## src/rtl/wave_voice_sequencer_if.sv

```systemverilog
//------------------------------------------------------------------------------
// Module   : wave_voice_sequencer_if
// Brief    : Bus bundle for wave_voice_sequencer: sample strobe, CPU register
//            write port, shared wave-table lookup and mixed-sample outputs.
// Revision : 1.0 - initial release
//------------------------------------------------------------------------------
`default_nettype none

interface wave_voice_sequencer_if;
  logic        sample_tick;
  logic        wr_en;
  logic [2:0]  wr_addr;
  logic [15:0] wr_data;
  logic [5:0]  ramp_o;
  logic [15:0] music_i;
  logic [15:0] mix_o;
  logic        mix_valid;
  logic        busy;
  logic        overrun;

  // Environment side: CPU registers, tick source, wave table, DAC path
  modport master (
    output sample_tick, wr_en, wr_addr, wr_data, music_i,
    input  ramp_o, mix_o, mix_valid, busy, overrun
  );

  // Sequencer side
  modport slave (
    input  sample_tick, wr_en, wr_addr, wr_data, music_i,
    output ramp_o, mix_o, mix_valid, busy, overrun
  );
endinterface

`default_nettype wire

```

## src/rtl/wave_voice_sequencer.sv

```systemverilog
//------------------------------------------------------------------------------
// Module   : wave_voice_sequencer
// Brief    : Time-multiplexes one combinational wave table among 2^VOICE_BITS
//            tone voices, one voice per cycle after each sample tick, and
//            mixes the samples into a registered output.
//            Optional feature macro: WAVE_MIX_SAT_EN
//              defined   -> full-scale sum saturated to 16 bits
//              undefined -> sum arithmetically shifted by VOICE_BITS (average)
// Revision : 1.0 - initial release
//------------------------------------------------------------------------------
`default_nettype none

module wave_voice_sequencer #(
  parameter int VOICE_BITS = 2
) (
  input  wire logic                     clk,
  input  wire logic                     reset,
  wave_voice_sequencer_if.slave         bus
);

  localparam int NUM_VOICES = 1 << VOICE_BITS;
  localparam int ACC_W      = 16 + VOICE_BITS;
  localparam int VIDX_W     = (VOICE_BITS == 0) ? 1 : VOICE_BITS;

  localparam logic [2:0]        c_NUM_V = 3'(NUM_VOICES);
  localparam logic [VIDX_W-1:0] c_LAST  = VIDX_W'(NUM_VOICES - 1);

  typedef enum logic [0:0] {
    IDLE = 1'b0,
    RUN  = 1'b1
  } state_t;

  state_t                  state_q, state_d;
  logic [VIDX_W-1:0]       vidx_q, vidx_d;
  logic signed [ACC_W-1:0] acc_q, acc_d;
  logic [15:0]             mix_q, mix_d;
  logic                    mix_valid_q, mix_valid_d;
  logic                    overrun_q;

  logic [15:0]             inc_q   [NUM_VOICES];
  logic [15:0]             phase_q [NUM_VOICES];
  logic [NUM_VOICES-1:0]   en_q;

  logic                    w_wr_inc;
  logic                    w_wr_ctl;
  logic                    w_phase_clr;
  logic signed [15:0]      w_music;
  logic signed [ACC_W-1:0] w_contrib;
  logic signed [ACC_W-1:0] w_sum;
  logic [15:0]             w_scaled;
  logic                    w_unused_ok;

  assign w_wr_inc    = bus.wr_en && (bus.wr_addr < c_NUM_V);
  assign w_wr_ctl    = bus.wr_en && (bus.wr_addr == 3'd7);
  assign w_phase_clr = w_wr_ctl && bus.wr_data[9];

  // The table answers in the same cycle, so the current voice's sample is
  // folded straight into the running sum.
  assign w_music   = bus.music_i;
  assign w_contrib = en_q[vidx_q] ? ACC_W'(w_music) : '0;
  assign w_sum     = acc_q + w_contrib;

`ifdef WAVE_MIX_SAT_EN
  localparam logic signed [ACC_W-1:0] c_SAT_MAX = ACC_W'(32767);
  localparam logic signed [ACC_W-1:0] c_SAT_MIN = ACC_W'(-32768);

  // Clamp the full-scale sum into the 16-bit signed range
  always_comb begin
    w_scaled = w_sum[15:0];
    if (w_sum > c_SAT_MAX) begin
      w_scaled = 16'h7FFF;
    end else if (w_sum < c_SAT_MIN) begin
      w_scaled = 16'h8000;
    end
  end

  assign w_unused_ok = ^bus.wr_data;
`else
  logic signed [ACC_W-1:0] w_shift;

  // Average of the voices; the shifted sum always fits 16 bits
  assign w_shift     = w_sum >>> VOICE_BITS;
  assign w_scaled    = w_shift[15:0];
  assign w_unused_ok = ^{bus.wr_data, w_shift};
`endif

  // Sequencer state register
  always_ff @(posedge clk or posedge reset) begin
    if (reset) begin
      state_q     <= IDLE;
      vidx_q      <= '0;
      acc_q       <= '0;
      mix_q       <= '0;
      mix_valid_q <= 1'b0;
    end else begin
      state_q     <= state_d;
      vidx_q      <= vidx_d;
      acc_q       <= acc_d;
      mix_q       <= mix_d;
      mix_valid_q <= mix_valid_d;
    end
  end

  // Next-state: wait for a tick, then walk the voices and publish the mix
  always_comb begin
    state_d     = state_q;
    vidx_d      = vidx_q;
    acc_d       = acc_q;
    mix_d       = mix_q;
    mix_valid_d = 1'b0;
    case (state_q)
      IDLE: begin
        vidx_d = '0;
        acc_d  = '0;
        if (bus.sample_tick) begin
          state_d = RUN;
        end
      end
      RUN: begin
        acc_d = w_sum;
        if (vidx_q == c_LAST) begin
          state_d     = IDLE;
          vidx_d      = '0;
          acc_d       = '0;
          mix_d       = w_scaled;
          mix_valid_d = 1'b1;
        end else begin
          vidx_d = vidx_q + 1'b1;
        end
      end
      default: begin
        state_d = IDLE;
      end
    endcase
  end

  // CPU-visible voice registers and phase accumulators; a phase clear
  // overrides the RUN-cycle advance, and a tick in RUN beats an overrun clear
  always_ff @(posedge clk or posedge reset) begin
    if (reset) begin
      for (int v = 0; v < NUM_VOICES; v++) begin
        inc_q[v]   <= '0;
        phase_q[v] <= '0;
      end
      en_q      <= '0;
      overrun_q <= 1'b0;
    end else begin
      if (w_wr_inc) begin
        inc_q[bus.wr_addr[VIDX_W-1:0]] <= bus.wr_data;
      end
      if (w_wr_ctl) begin
        en_q <= bus.wr_data[NUM_VOICES-1:0];
      end
      for (int v = 0; v < NUM_VOICES; v++) begin
        if (w_phase_clr) begin
          phase_q[v] <= '0;
        end else if ((state_q == RUN) && (vidx_q == VIDX_W'(v)) && en_q[v]) begin
          phase_q[v] <= phase_q[v] + inc_q[v];
        end
      end
      if ((state_q == RUN) && bus.sample_tick) begin
        overrun_q <= 1'b1;
      end else if (w_wr_ctl && bus.wr_data[8]) begin
        overrun_q <= 1'b0;
      end
    end
  end

  assign bus.ramp_o    = phase_q[vidx_q][15:10];
  assign bus.mix_o     = mix_q;
  assign bus.mix_valid = mix_valid_q;
  assign bus.busy      = (state_q == RUN);
  assign bus.overrun   = overrun_q;

endmodule

`default_nettype wire

```

## src/flat_wrapper.sv

```systemverilog
// flat-port wrapper written by rule: the top's interface ports become plain ports
module wave_voice_sequencer_flat 
#(
  parameter int VOICE_BITS = 2
)
  (clk, reset, bus_sample_tick, bus_wr_en, bus_wr_addr, bus_wr_data, bus_music_i, bus_ramp_o, bus_mix_o, bus_mix_valid, bus_busy, bus_overrun);
  wave_voice_sequencer_if bus_i ();
  input  wire logic clk;
  input  wire logic reset;
  input wire logic [$bits(bus_i.sample_tick)-1:0] bus_sample_tick;
  input wire logic [$bits(bus_i.wr_en)-1:0] bus_wr_en;
  input wire logic [$bits(bus_i.wr_addr)-1:0] bus_wr_addr;
  input wire logic [$bits(bus_i.wr_data)-1:0] bus_wr_data;
  input wire logic [$bits(bus_i.music_i)-1:0] bus_music_i;
  output wire logic [$bits(bus_i.ramp_o)-1:0] bus_ramp_o;
  output wire logic [$bits(bus_i.mix_o)-1:0] bus_mix_o;
  output wire logic [$bits(bus_i.mix_valid)-1:0] bus_mix_valid;
  output wire logic [$bits(bus_i.busy)-1:0] bus_busy;
  output wire logic [$bits(bus_i.overrun)-1:0] bus_overrun;
  assign bus_i.sample_tick = bus_sample_tick;
  assign bus_i.wr_en = bus_wr_en;
  assign bus_i.wr_addr = bus_wr_addr;
  assign bus_i.wr_data = bus_wr_data;
  assign bus_i.music_i = bus_music_i;
  assign bus_ramp_o = bus_i.ramp_o;
  assign bus_mix_o = bus_i.mix_o;
  assign bus_mix_valid = bus_i.mix_valid;
  assign bus_busy = bus_i.busy;
  assign bus_overrun = bus_i.overrun;
  wave_voice_sequencer #(.VOICE_BITS(VOICE_BITS)) u_core (.clk(clk), .reset(reset), .bus(bus_i));
endmodule
```

## config.mk

```make
export PLATFORM = sky130hd
export DESIGN_NAME = wave_voice_sequencer_flat
export DESIGN_NICKNAME = d
export VERILOG_FILES = /design/src/rtl/wave_voice_sequencer_if.sv /design/src/rtl/wave_voice_sequencer.sv /design/src/flat_wrapper.sv
export SDC_FILE = /design/constraint.sdc
export NUM_CORES = 1
export LEC_CHECK = 0
export CAP_MARGIN = 30
export CORE_MARGIN = 4
export CORE_UTILIZATION = 41
export CTS_CLUSTER_SIZE = 20
export DETAILED_ROUTE_END_ITERATION = 10
export GPL_TIMING_DRIVEN = 0
export PLACE_DENSITY_LB_ADDON = 0.2
export RECOVER_POWER = 25
export SYNTH_ARGS = -nofsm -noshare
export SYNTH_HDL_FRONTEND = slang
export SYNTH_SLANG_ARGS = --single-unit
```

## constraint.sdc

```tcl
create_clock -name clk -period 8.45 [get_ports clk]
set_input_delay 0.845 -clock clk [delete_from_list [all_inputs] [get_ports clk]]
set_output_delay 0.845 -clock clk [all_outputs]
set_load 0.01 [all_outputs]
```

== Word-level counts from Yosys, hierarchy flattened ==
Cells that the tools add are included.

* Add/sub/neg operators: 6
* $lt $le $gt $ge: 5
* Eq/ne operators: 4
* Muxes and demuxes: 28
* Bitwise logic cells: 3
* Reduce and logical (&&, ||, !) cells: 21

{| class="wikitable"
|+ Operators by type and width
! kind !! number
|-
| 16-bit 2-to-1 mux || 11
|-
| 16-bit adder || 4
|-
| 64-bit bitwise mux || 1
|-
| 18-bit 2-to-1 mux || 2
|-
| 18-bit case mux with 2 select lines || 1
|-
| 16-bit binary-select mux with 2-bit select || 1
|-
| 16-bit demux with 2-bit select || 1
|-
| 18-bit adder || 1
|-
| 1-bit logical AND || 14
|-
| 2-bit nonzero test || 5
|-
| 1-bit 2-to-1 mux || 7
|-
| 3-bit greater-or-equal comparator, second input constant || 2
|-
| 2-bit NOT with 3-bit output || 2
|-
| 2-bit == test, second input constant || 2
|-
| 2-bit case mux with 2 select lines || 1
|-
| 3-bit == test, second input constant || 1
|-
| 2-bit by 3-bit < comparator with 1-bit output, second input constant || 1
|-
| 3-bit by 1-bit < comparator with 1-bit output, second input constant || 1
|-
| 3-bit < comparator, second input constant || 1
|-
| 2-bit by 1-bit adder with 2-bit output, second input constant || 1
|-
| 1-bit binary-select mux with 2-bit select || 1
|-
| 2-bit by 1-bit == test with 1-bit output, second input constant || 1
|-
| 2-bit zero test || 1
|-
| 2-bit 2-to-1 mux || 1
|-
| 3 further kinds || 3
|}

* Bits in registers: 171
* Bits of input ports: 39
* Output and inout port bits: 25
* Word-level logic and storage cells: 82

== Longest topological paths before layout ==
Gate-level depths: netlist of run 1.

* Depth after elaboration: 6
* Gate-level depth with buffers: 11
* Mapped depth without buffers: 10

== Worst setup path after synthesis of run 1 ==
Ideal clock, no wire load.

* Path type: register to register
* From: register u_core.vidx_q[0]
* To: register u_core.mix_q[13] (netlist: u_core.bus.mix_o[13])
* Setup time: 0.134 ns
* Arrival time: 3.197 ns
* Required time: 8.316 ns
* Path slack: 5.119 ns
* Stages on the path, launching flop included: 12
* Buffers on the path: 2
* Period minus slack after synthesis: 3.331 ns
* Path through: dfrtp_1 buf_2 mux4_2 clkbuf_1 and2_1 ha_1 a2111oi_0 o21ai_0 a221oi_1 o21ai_0 xnor2_1 o21ai_0

* Longest elaborated chain between the ends: 4
* Elaborated cells on any way between the ends: 6
* Those cells by class: 1 x add/sub; 1 x eq/ne; 3 x mux; 1 x reduce/logical

{| class="wikitable"
|+ Ends and longest elaborated chain
! item !! line !! RTL
|-
| from (decl) || wave_voice_sequencer.sv:34 || <nowiki>logic [VIDX_W-1:0] vidx_q, vidx_d;</nowiki>
|-
| from (signal assigned) || wave_voice_sequencer.sv:97 || <nowiki>vidx_q <= vidx_d;</nowiki>
|-
| 1-bit binary-select mux with 2-bit select || wave_voice_sequencer.sv:60 || <nowiki>assign w_contrib = en_q[vidx_q] ? ACC_W'(w_music) : '0;</nowiki>
|-
| 1-bit 2-to-1 mux (not written as such) || wave_voice_sequencer.sv:60 ||
|-
| 18-bit 2-to-1 mux || wave_voice_sequencer.sv:60 ||
|-
| 18-bit adder || wave_voice_sequencer.sv:61 || <nowiki>assign w_sum = acc_q + w_contrib;</nowiki>
|-
| to (signal assigned) || wave_voice_sequencer.sv:99 || <nowiki>mix_q <= mix_d;</nowiki>
|-
| to (decl) || wave_voice_sequencer.sv:36 || <nowiki>logic [15:0] mix_q, mix_d;</nowiki>
|}

Several ways; a longest one is shown, not always the timed one. The select of a mux whose other input is x is not followed.
A chain may end at the register's enable or synchronous reset.

==> results.md, run 1 <==
- The class of the tightest hold or removal check is reg2reg.
- The vertical extent of the die is 165.8 µm.
- The routed via count is a little under 8000.
- The top flip-flop cell by instance count after synthesis is sky130_fd_sc_hd__dfrtp_1.
- The maximum operating frequency is about 190 MHz.
- The xor-xnor portion of the synthesized cell area is approximately 4%.
- The post-synthesis cell type with the largest combined area is sky130_fd_sc_hd__dfrtp_1.
- The total global routing track utilization is 19.17%.
- The cell count after synthesis is approximately 1000.
- Detailed placement ended at an HPWL of around 19000 µm.
- The H-tree generated during clock tree synthesis spans 4 levels.
- Summed over all layers, the global routing overflow is 0.
- The total area inside the core boundary comes to between 20000 and 25000 µm².
- The per-instance average area after synthesis is slightly above 10 µm².
- The total clock sinks is 171.
- The post-CTS clock slew at the launch and capture registers of the worst setup and hold paths is approximately 0.07 ns.
- Dividing the detail-routed via count by the number of cells gives 5.584.
- The number of pins with negative max-slew slack in the final report is 174.
- The largest net degree at the start of global routing is 99.
- Prior to clock tree synthesis, the placed netlist has a worst setup slack of roughly 4.5 ns.
- The post-route setup TNS is 0 ns.
- For this run, the share of the core covered by cells in the final layout is between 40% and 50%.
- Once the floorplan was initialized, standard cells occupied 41.88% of the core.
- The yosys synthesis warning count is 0.
- The endpoint type of the worst setup path is an async pin.
- The gate family responsible for the most delay along the worst path is buffers and inverters.
- At the later pin of the worst-skew pair, clock insertion delay measures between 0.4 and 0.5 ns.
- Headroom to the max-slew limit came out at -122.9%.
- The number of design-rule violations left by the first detailed-router iteration is roughly 510.
- The share of Yosys cell area claimed by the top area cell type is 41.89%.
- The number of gates resized after CTS was 0.
- The number of detailed-routing iterations run before antenna repair is 5.
- By area the synthesized netlist is led by sky130_fd_sc_hd__dfrtp_1 (42%), sky130_fd_sc_hd__ha_1 (9.9%), sky130_fd_sc_hd__mux2_2 (7.5%).
- The delay of the slowest cell on the worst path is around 2.0 ns.
- The final-report setup violation count is 0.
- The count of unresolved DRC violations after routing is 0.
- The worst path setup slack after routing is 3.152 ns.
- The simple-gate share of the synthesized area is about an eighth.
- The post-route clock skew is between 0.015 and 0.02 ns.
- The clock period could shrink to roughly 5.3 ns.
- The cell area that synthesis handed to floorplanning was slightly above 10000 µm².
- The synthesized netlist devotes approximately a fifth of its cell area to compound gates.
- The signal on the critical path passes through dlygate4sd3_1 > clkinvlp_2 > clkbuf_2.
- For this run, the post-layout net count is roughly 1200.
- The area growth from synthesis to final layout is 15.85%.
- The first global-routing pass estimated roughly 42000 µm of wire.
- The detail route stage leaves a number of antenna-violating nets equal to 0.
- The CTS root buffer is sky130_fd_sc_hd__clkbuf_16.
- The data arrival time of the worst path is ~5.3 ns.
- The number of global-route vias before repair is roughly 7700.
- After detailed routing, the average wire length per cell comes to between 15 and 20 µm.
- Synthesis produced a netlist with a net count of 1127.
- Once the clock tree was built, the setup fixing pass inserted 0 buffers.
- At the end of routability-driven placement, the weighted congestion stood at 0.8604.
- STA puts the critical path data required time at 8.47 ns.
- The final-report hold violation count is 0.
- In this run the worst path has a maximum fanout of between 90 and 100.
- The share of cell area taken by muxes after synthesis is a little under a tenth.
- The synthesis-stage register bit count is between 150 and 200.
- STA classifies the critical path startpoint as a primary input.
- The overall power is 4.220 mW.
- Setup repair after global routing left no endpoint under its margin.
- The initial antenna violation count is 0.
- At the pin with the least slew margin, the transition time is approximately 3.3 ns.
- In this run the count of I/O pins placed on the die edge is between 60 and 70.
- The largest family of logic cells by synthesized area is compound AO/OA/AOI/OAI gates.
- The slowest library cell on the worst path is sky130_fd_sc_hd__clkbuf_2.
- The cell row count is 57.
- Of the total synthesized cell area, the portion taken by full adders, half adders and majority gates is between 10% and 20%.
- After synthesis, the most frequently instantiated cells are sky130_fd_sc_hd__dfrtp_1 (171), sky130_fd_sc_hd__nand2_1 (83), sky130_fd_sc_hd__ha_1 (81), sky130_fd_sc_hd__o21ai_0 (74), sky130_fd_sc_hd__mux2_2 (68).
- Cells with a size suffix above 1 make up a little under an eighth of the layout.
- The clock buffer count from CTS is 17.
- The final layout contains routed wiring with a total length of between 20000 and 30000 µm.
- The number of hold buffers added after cts is 0.
- The number of I/O port buffers is 63.
- The CTS tree is done.
- The post-placement cell count is 1391.
- The buffer and inverter count on the worst path is 3.
- The checks that failed: capacitance limit, slew limit.
- Sequential elements use a little over two fifths of the synthesized area.
- For this design the ratio of total power to cell area is ~360 nW/µm².
- Across the run, the number of max-cap violations was 2.
- The share of flip-flops with an asynchronous set or reset is 100.0%.
- The flow ran to the end, but the final reports show violations.
- Among all cell types in the netlist, the one instantiated most often is sky130_fd_sc_hd__dfrtp_1.
- The netlist uses 57 different library cells.
- Excluding fillers, the count of instances in the completed layout stands at about 1400.
- The total leakage power is 5.222 nW.
- The width of the die is between 150 and 200 µm.
- The total die area is 27500 µm².
- The part of the cycle the worst path needs is 62.70%.
- The longest clock path from root to sink contains 2 buffers.
- The kind of critical path is in2async.
- Counting flops with a built-in enable in the synthesized netlist gives 0.
- The worst-case IR drop observed on VDD is 0.1238 mV.
final timing paths:
| check | start | to | slack [ns] | cells past startpoint |
|---|---|---|---|---|
| setup / recovery | reset | u_core.bus.mix_o[14] | 3.15 | 3 |
| hold / removal | u_core.bus.mix_o[8] | u_core.bus.mix_o[8] | 0.48 | 2 |
| setup reg to reg | u_core.vidx_q[0] | u_core.bus.mix_o[13] | 4.57 | 11 |
| hold reg to reg | u_core.bus.mix_o[8] | u_core.bus.mix_o[8] | 0.48 | 2 |
| max in group clk | u_core.vidx_q[0] | u_core.bus.mix_o[13] | 4.57 | 11 |
| min in group asynchronous | reset | u_core.phase_q[8] | 1.83 | 2 |
power by group:
part | switching (mW) | total [mW] | internal [mW]
clock | 0.376 | 0.776 | 0.400
sequential | 0.195 | 1.29 | 1.09
combinational | 1.18 | 2.15 | 0.974
total | 1.75 | 4.22 | 2.47
logic make-up after synthesis:
logic type	Yosys count
DFF	171
muxes	75
adders and majority gates	86
buffers and inverters	58
and+or+nand+nor	259
xor gates and xnor gates	47
AOI/OAI and AO/OA	306
through the flow:
step                      cell area, µm²  hold slack (ns)
after global placement             11250           0.4662
final                              11830           0.4774
after CTS                          11860           0.4880
after global routing               11830           0.4962
after floorplan                    10210           0.4722
after detailed placement           11290           0.4707
cells in the final DEF, fill, tap and decap left out, types with 4 or more instances in the layout:
master / instances
sky130_fd_sc_hd__a2111oi_0: 4
sky130_fd_sc_hd__a211o_1: 8
sky130_fd_sc_hd__a211oi_1: 30
sky130_fd_sc_hd__a21boi_0: 4
sky130_fd_sc_hd__a21o_1: 24
sky130_fd_sc_hd__a21oi_1: 67
sky130_fd_sc_hd__a22o_1: 14
sky130_fd_sc_hd__a31oi_1: 10
sky130_fd_sc_hd__and2_1: 16
sky130_fd_sc_hd__and3_1: 9
sky130_fd_sc_hd__buf_2: 4
sky130_fd_sc_hd__clkbuf_1: 29
sky130_fd_sc_hd__clkbuf_16: 17
sky130_fd_sc_hd__clkdlybuf4s50_1: 61
sky130_fd_sc_hd__dfrtp_1: 171
sky130_fd_sc_hd__fa_1: 5
sky130_fd_sc_hd__ha_1: 81
sky130_fd_sc_hd__inv_1: 25
sky130_fd_sc_hd__inv_6: 7
sky130_fd_sc_hd__mux2_2: 68
sky130_fd_sc_hd__mux4_2: 7
sky130_fd_sc_hd__nand2_1: 83
sky130_fd_sc_hd__nand3_1: 23
sky130_fd_sc_hd__nand4_1: 7
sky130_fd_sc_hd__nor2_1: 54
sky130_fd_sc_hd__nor3_1: 28
sky130_fd_sc_hd__nor4_1: 4
sky130_fd_sc_hd__o2111ai_1: 6
sky130_fd_sc_hd__o211ai_1: 20
sky130_fd_sc_hd__o21a_1: 10
sky130_fd_sc_hd__o21ai_0: 74
sky130_fd_sc_hd__o21bai_1: 6
sky130_fd_sc_hd__o31ai_1: 6
sky130_fd_sc_hd__or2_2: 7
sky130_fd_sc_hd__or3_1: 7
sky130_fd_sc_hd__xnor2_1: 25
sky130_fd_sc_hd__xor2_1: 22
flip-flops by register name, summed over array words and instances (netlist names):
signal,flops
u_core.vidx_q,2
u_core.bus.overrun,1
u_core.en_q,4
u_core.phase_q,64
u_core.inc_q,64
u_core.bus.busy,1
u_core.bus.mix_o,16
u_core.bus.mix_valid,1
u_core.acc_q,18
metal layers:
layer,GRT usage (%),share of wire [%],up-vias
li1,-,-,3908
met1,28.15,50,3857
met2,29.99,45,162
met3,2.666,3.4,25
met4,5.022,1.5,0
met5,0,0,-
layout make-up:
type,instances,area (µm²)
inverters,26,98.84
diodes,1,2.502
multi-input cells,773,5707
plain buffers,32,131.4
flip-flops and latches,171,4279
repair buffers,65,640.6
well taps,324,405.4
fillers,2314,12560
clock inverters,13,126.4
clock buffers,19,442.9
worst reg2reg max path: cells and delay by family, from the launching register on:
family,cells,cell delay [ns]
AOI/OAI and AO/OA,5,1.39
muxes,1,0.64
buffers and inverters,2,0.56
DFF,1,0.38
adders and majority gates,1,0.36
and+or+nand+nor,1,0.22
xor gates and xnor gates,1,0.20
Note: power is estimated with default switching activity, not from simulation.
==> run 2, diff against run 1 <==
==> constraint.sdc (replaced) <==
create_clock -name clk -period 5.45 [get_ports clk]
set_input_delay 0.545 -clock clk [delete_from_list [all_inputs] [get_ports clk]]
set_output_delay 0.545 -clock clk [all_outputs]
set_load 0.01 [all_outputs]
==> results.md, run 2 (synthesis gave the netlist of run 1 again) <==
- The portion of total power attributed to combinational logic is 51.1% (about the same).
- The part of the cycle the worst path needs is 71.30%.
- The final-report setup violation count is 0 (unchanged).
- The post-route clock skew was 0.01519 ns (-0.002289 ns).
- The average vias per placed instance is 5.555 (-0.52%).
- The number of fill cells came to 2312 (-0.086%).
- The number of I/O port buffers is 63 (unchanged).
- The top cell types in the final layout, fill and taps aside, are sky130_fd_sc_hd__dfrtp_1 (171), sky130_fd_sc_hd__nand2_1 (83), sky130_fd_sc_hd__ha_1 (81), sky130_fd_sc_hd__o21ai_0 (74), sky130_fd_sc_hd__mux2_2 (68).
- Walking the worst path, the cells encountered are buf_2 > mux4_2 > clkbuf_1 > and2_1 > ha_1 > a2111oi_0 > o21ai_0 > a221oi_1 > o21ai_0 > xnor2_1 > o21ai_0.
- The proportion of power drawn by the clock network came to 18.4% (about the same).
- The buffer depth of the longest clock path is 2 (unchanged).
- The type of origin of the critical path is a flip-flop.
- The I/O pin count is 64 (unchanged).
- The number of pins with negative max-slew slack in the final report is 74 (-57%).
- The H-tree depth reported by CTS came to 4 (unchanged).
- The number of design-rule violations left by the first detailed-router iteration is 499 (-2.9%).
- The highest metal layer carrying signal wires in the routed design is met4.
- The buffers inserted during post-CTS setup optimization was 0 (unchanged).
- The met1 wire length was 13140 µm (about the same).
- The class of the tightest hold or removal check is reg2reg.
- The kind of critical path is reg2reg.
- The slew of the pin with the lowest slew margin is 3.434 ns (+0.1084 ns).
- The data required time at the worst endpoint is 5.75 ns (-2.72 ns).
- The final weighted congestion in routability-driven placement was 0.8604 (unchanged).
- The post-place instance area is 11290 µm² (unchanged).
- The final reports fail on capacitance limit, slew limit.
- The maximum operating frequency is around 260 MHz.
- The clock latency on the worst-skew pair is 0.44 ns (about the same).
- The post-layout instance count excluding filler cells is 1424 (unchanged).
- The final-report hold violation count came to 0 (unchanged).
- The flow ran to the end, but the final reports show violations.
- The global-route wire length before repair came to 42500 µm (unchanged).
- The number of detailed-routing iterations run before antenna repair was 5 (unchanged).
- The most used cell along the critical path is sky130_fd_sc_hd__o21ai_0.
- The final core area utilization is 48.61% (+0.092 points).
- The final routed wirelength across all metal layers is 26290 µm (about the same).
- The CTS root buffer is sky130_fd_sc_hd__clkbuf_16.
- The cell area after layout is 11860 µm² (+0.19%).
- On the critical path the largest part of the delay comes from compound AO/OA/AOI/OAI gates.
- The total leakage power is 5.231 nW (+0.16%).
- The detailed route wirelength on metal3 was 1024 µm (+14%).
- The share of post-route cells with drive strength above 1 came to 11.65% (unchanged).
- The delay of the slowest cell on the worst path is 0.64 ns (-1.32 ns).
- The buffer and inverter count on the worst path was 2 (-1).
- The number of global-route vias before repair is 7720 (unchanged).
- The number of nets with antenna violations after routing was 0 (unchanged).
- The switching part of the total power is 41.50% (about the same).
- The clock buffer count from CTS is 17 (unchanged).
- The count of unresolved DRC violations after routing is 0 (unchanged).
- The post-layout minimum cycle time is about 3.9 ns.
- The residual overflow from global routing is 0 (unchanged).
- The area of the core was 24390 µm² (unchanged).
- The reported net switching power is 2.717 mW (+55%).
- TritonCTS built the clock tree.
- The half-perimeter wire length after detailed placement is 19060 µm (unchanged).
- The width of the die is 165.8 µm (unchanged).
- The routed wire length per instance was 18.46 µm (about the same).
- The starting density of the core came to 41.88% (unchanged).
- The initial antenna violation count is 0 (unchanged).
- The slowest stage of the critical path belongs to the cell sky130_fd_sc_hd__mux4_2.
- The data arrival time of the worst path was 4.18 ns (-1.14 ns).
- The worst path setup slack after routing was 1.564 ns (-1.587 ns).
- The routed via count was 7911 (-0.52%).
- The largest net degree at the start of global routing was 99 (unchanged).
- The max-cap violation count is 1 (-1).
- The vertical extent of the die was 165.8 µm (unchanged).
- The worst slack after detailed placement is 1.518 ns (-3.000 ns).
- The endpoint type of the worst setup path is a flip-flop.
- The post-CTS clock slew at the launch and capture registers of the worst setup and hold paths is 0.07 ns (about the same).
- The total length of routed met2 wires is 11720 µm (-1.1%).
- The internal portion of total power is 3.829 mW (+55%).
- The total die area is 27500 µm² (unchanged).
- The area growth from synthesis to final layout is 16.07%.
- The total global routing track utilization is 19.17% (unchanged).
- The total clock sinks was 171 (unchanged).
- The final net count is 1211 (unchanged).
- The power per cell area was 552.1 nW/µm² (+55%).
- The worst slew slack as a fraction of its limit is -130.2% (-7.3 points).
- The worst hold margin came to 0.4775 ns (+0.0001080 ns).
- The number of gates resized after CTS came to 0 (unchanged).
- The maximum net fanout on the critical path is 10 (-90%).
- Setup repair after global routing left no endpoint under its margin.
- The sequential cell fraction of total power is 30.5% (about the same).
- The post-placement cell count is 1391 (unchanged).
- The worst voltage drop across the vdd grid came to 0.1921 mV (+55%).
- Leaving out fill and tap cells, the most frequent cell in the layout is sky130_fd_sc_hd__dfrtp_1.
- The cell row count came to 57 (unchanged).
- The number of hold buffers added after cts is 0 (unchanged).
- The largest registers in the layout are u_core.inc_q x64, u_core.phase_q x64, u_core.acc_q x18.
[run 2: cell types whose count changed in the layout (fill, tap and decap cells not counted), sizes merged]
cell,before,now
clkbuf,48,47
buf,5,6
[run 2: path summary, 6_finish.rpt]
path | slack (ns) | cells past startpoint | start | end
hold reg to reg | 0.48 | 2 | u_core.bus.mix_o[8] | u_core.bus.mix_o[8]
setup reg to reg | 1.56 | 11 | u_core.vidx_q[0] | u_core.bus.mix_o[13]
hold / removal | 0.48 | 2 | u_core.bus.mix_o[8] | u_core.bus.mix_o[8]
setup / recovery | 1.56 | 11 | u_core.vidx_q[0] | u_core.bus.mix_o[13]
min in group asynchronous | 1.57 | 2 | reset | u_core.phase_q[8]
max in group asynchronous | 2.33 | 2 | reset | u_core.phase_q[45]
[run 2: layout make-up]
| type | count | area [µm²] | share of cell area, % |
|---|---|---|---|
| Timing Repair Buffer | 65 | 663.1 | 5.593 |
| Multi-Input combinational cell | 773 | 5707 | 48.13 |
| Inverter | 26 | 98.84 | 0.8337 |
| Antenna cell | 1 | 2.502 | 0.02111 |
| Tap cell | 324 | 405.4 | 3.419 |
| Clock inverter | 13 | 126.4 | 1.066 |
| Sequential cell | 171 | 4279 | 36.09 |
| Buffer | 32 | 131.4 | 1.108 |
| Clock buffer | 19 | 442.9 | 3.736 |
[run 2: tightest hold or removal path, stage by stage (launching register included)]
cell	delay, ns
sky130_fd_sc_hd__dfrtp_1	0.34
sky130_fd_sc_hd__nand2_1	0.04
sky130_fd_sc_hd__o21ai_0	0.06
[run 2: power groups by stage]
stage               Clock [mW]  Combinational, mW  Sequential (mW)
CTS                       1.23               3.35             2.00
finish                    1.20               3.34             2.00
global route              1.28               3.77             2.05
global placement             0               3.28             2.00
detailed placement           0               3.33             2.02
floorplan                    0               2.51             1.94
[run 2: stage by stage]
step                TNS (ns)  power [mW]
global placement     -396.24       5.282
floorplan                  0       4.449
finish                     0       6.546
detailed placement         0       5.343
global route               0       7.099
CTS                        0       6.574
[run 2: routing by layer]
metal  GRT usage, %  vias to the layer above
met1          28.15                     3816
met3          2.666                       28
met5              0                        -
li1               -                     3908
met2          29.99                      159
met4          5.022                        0
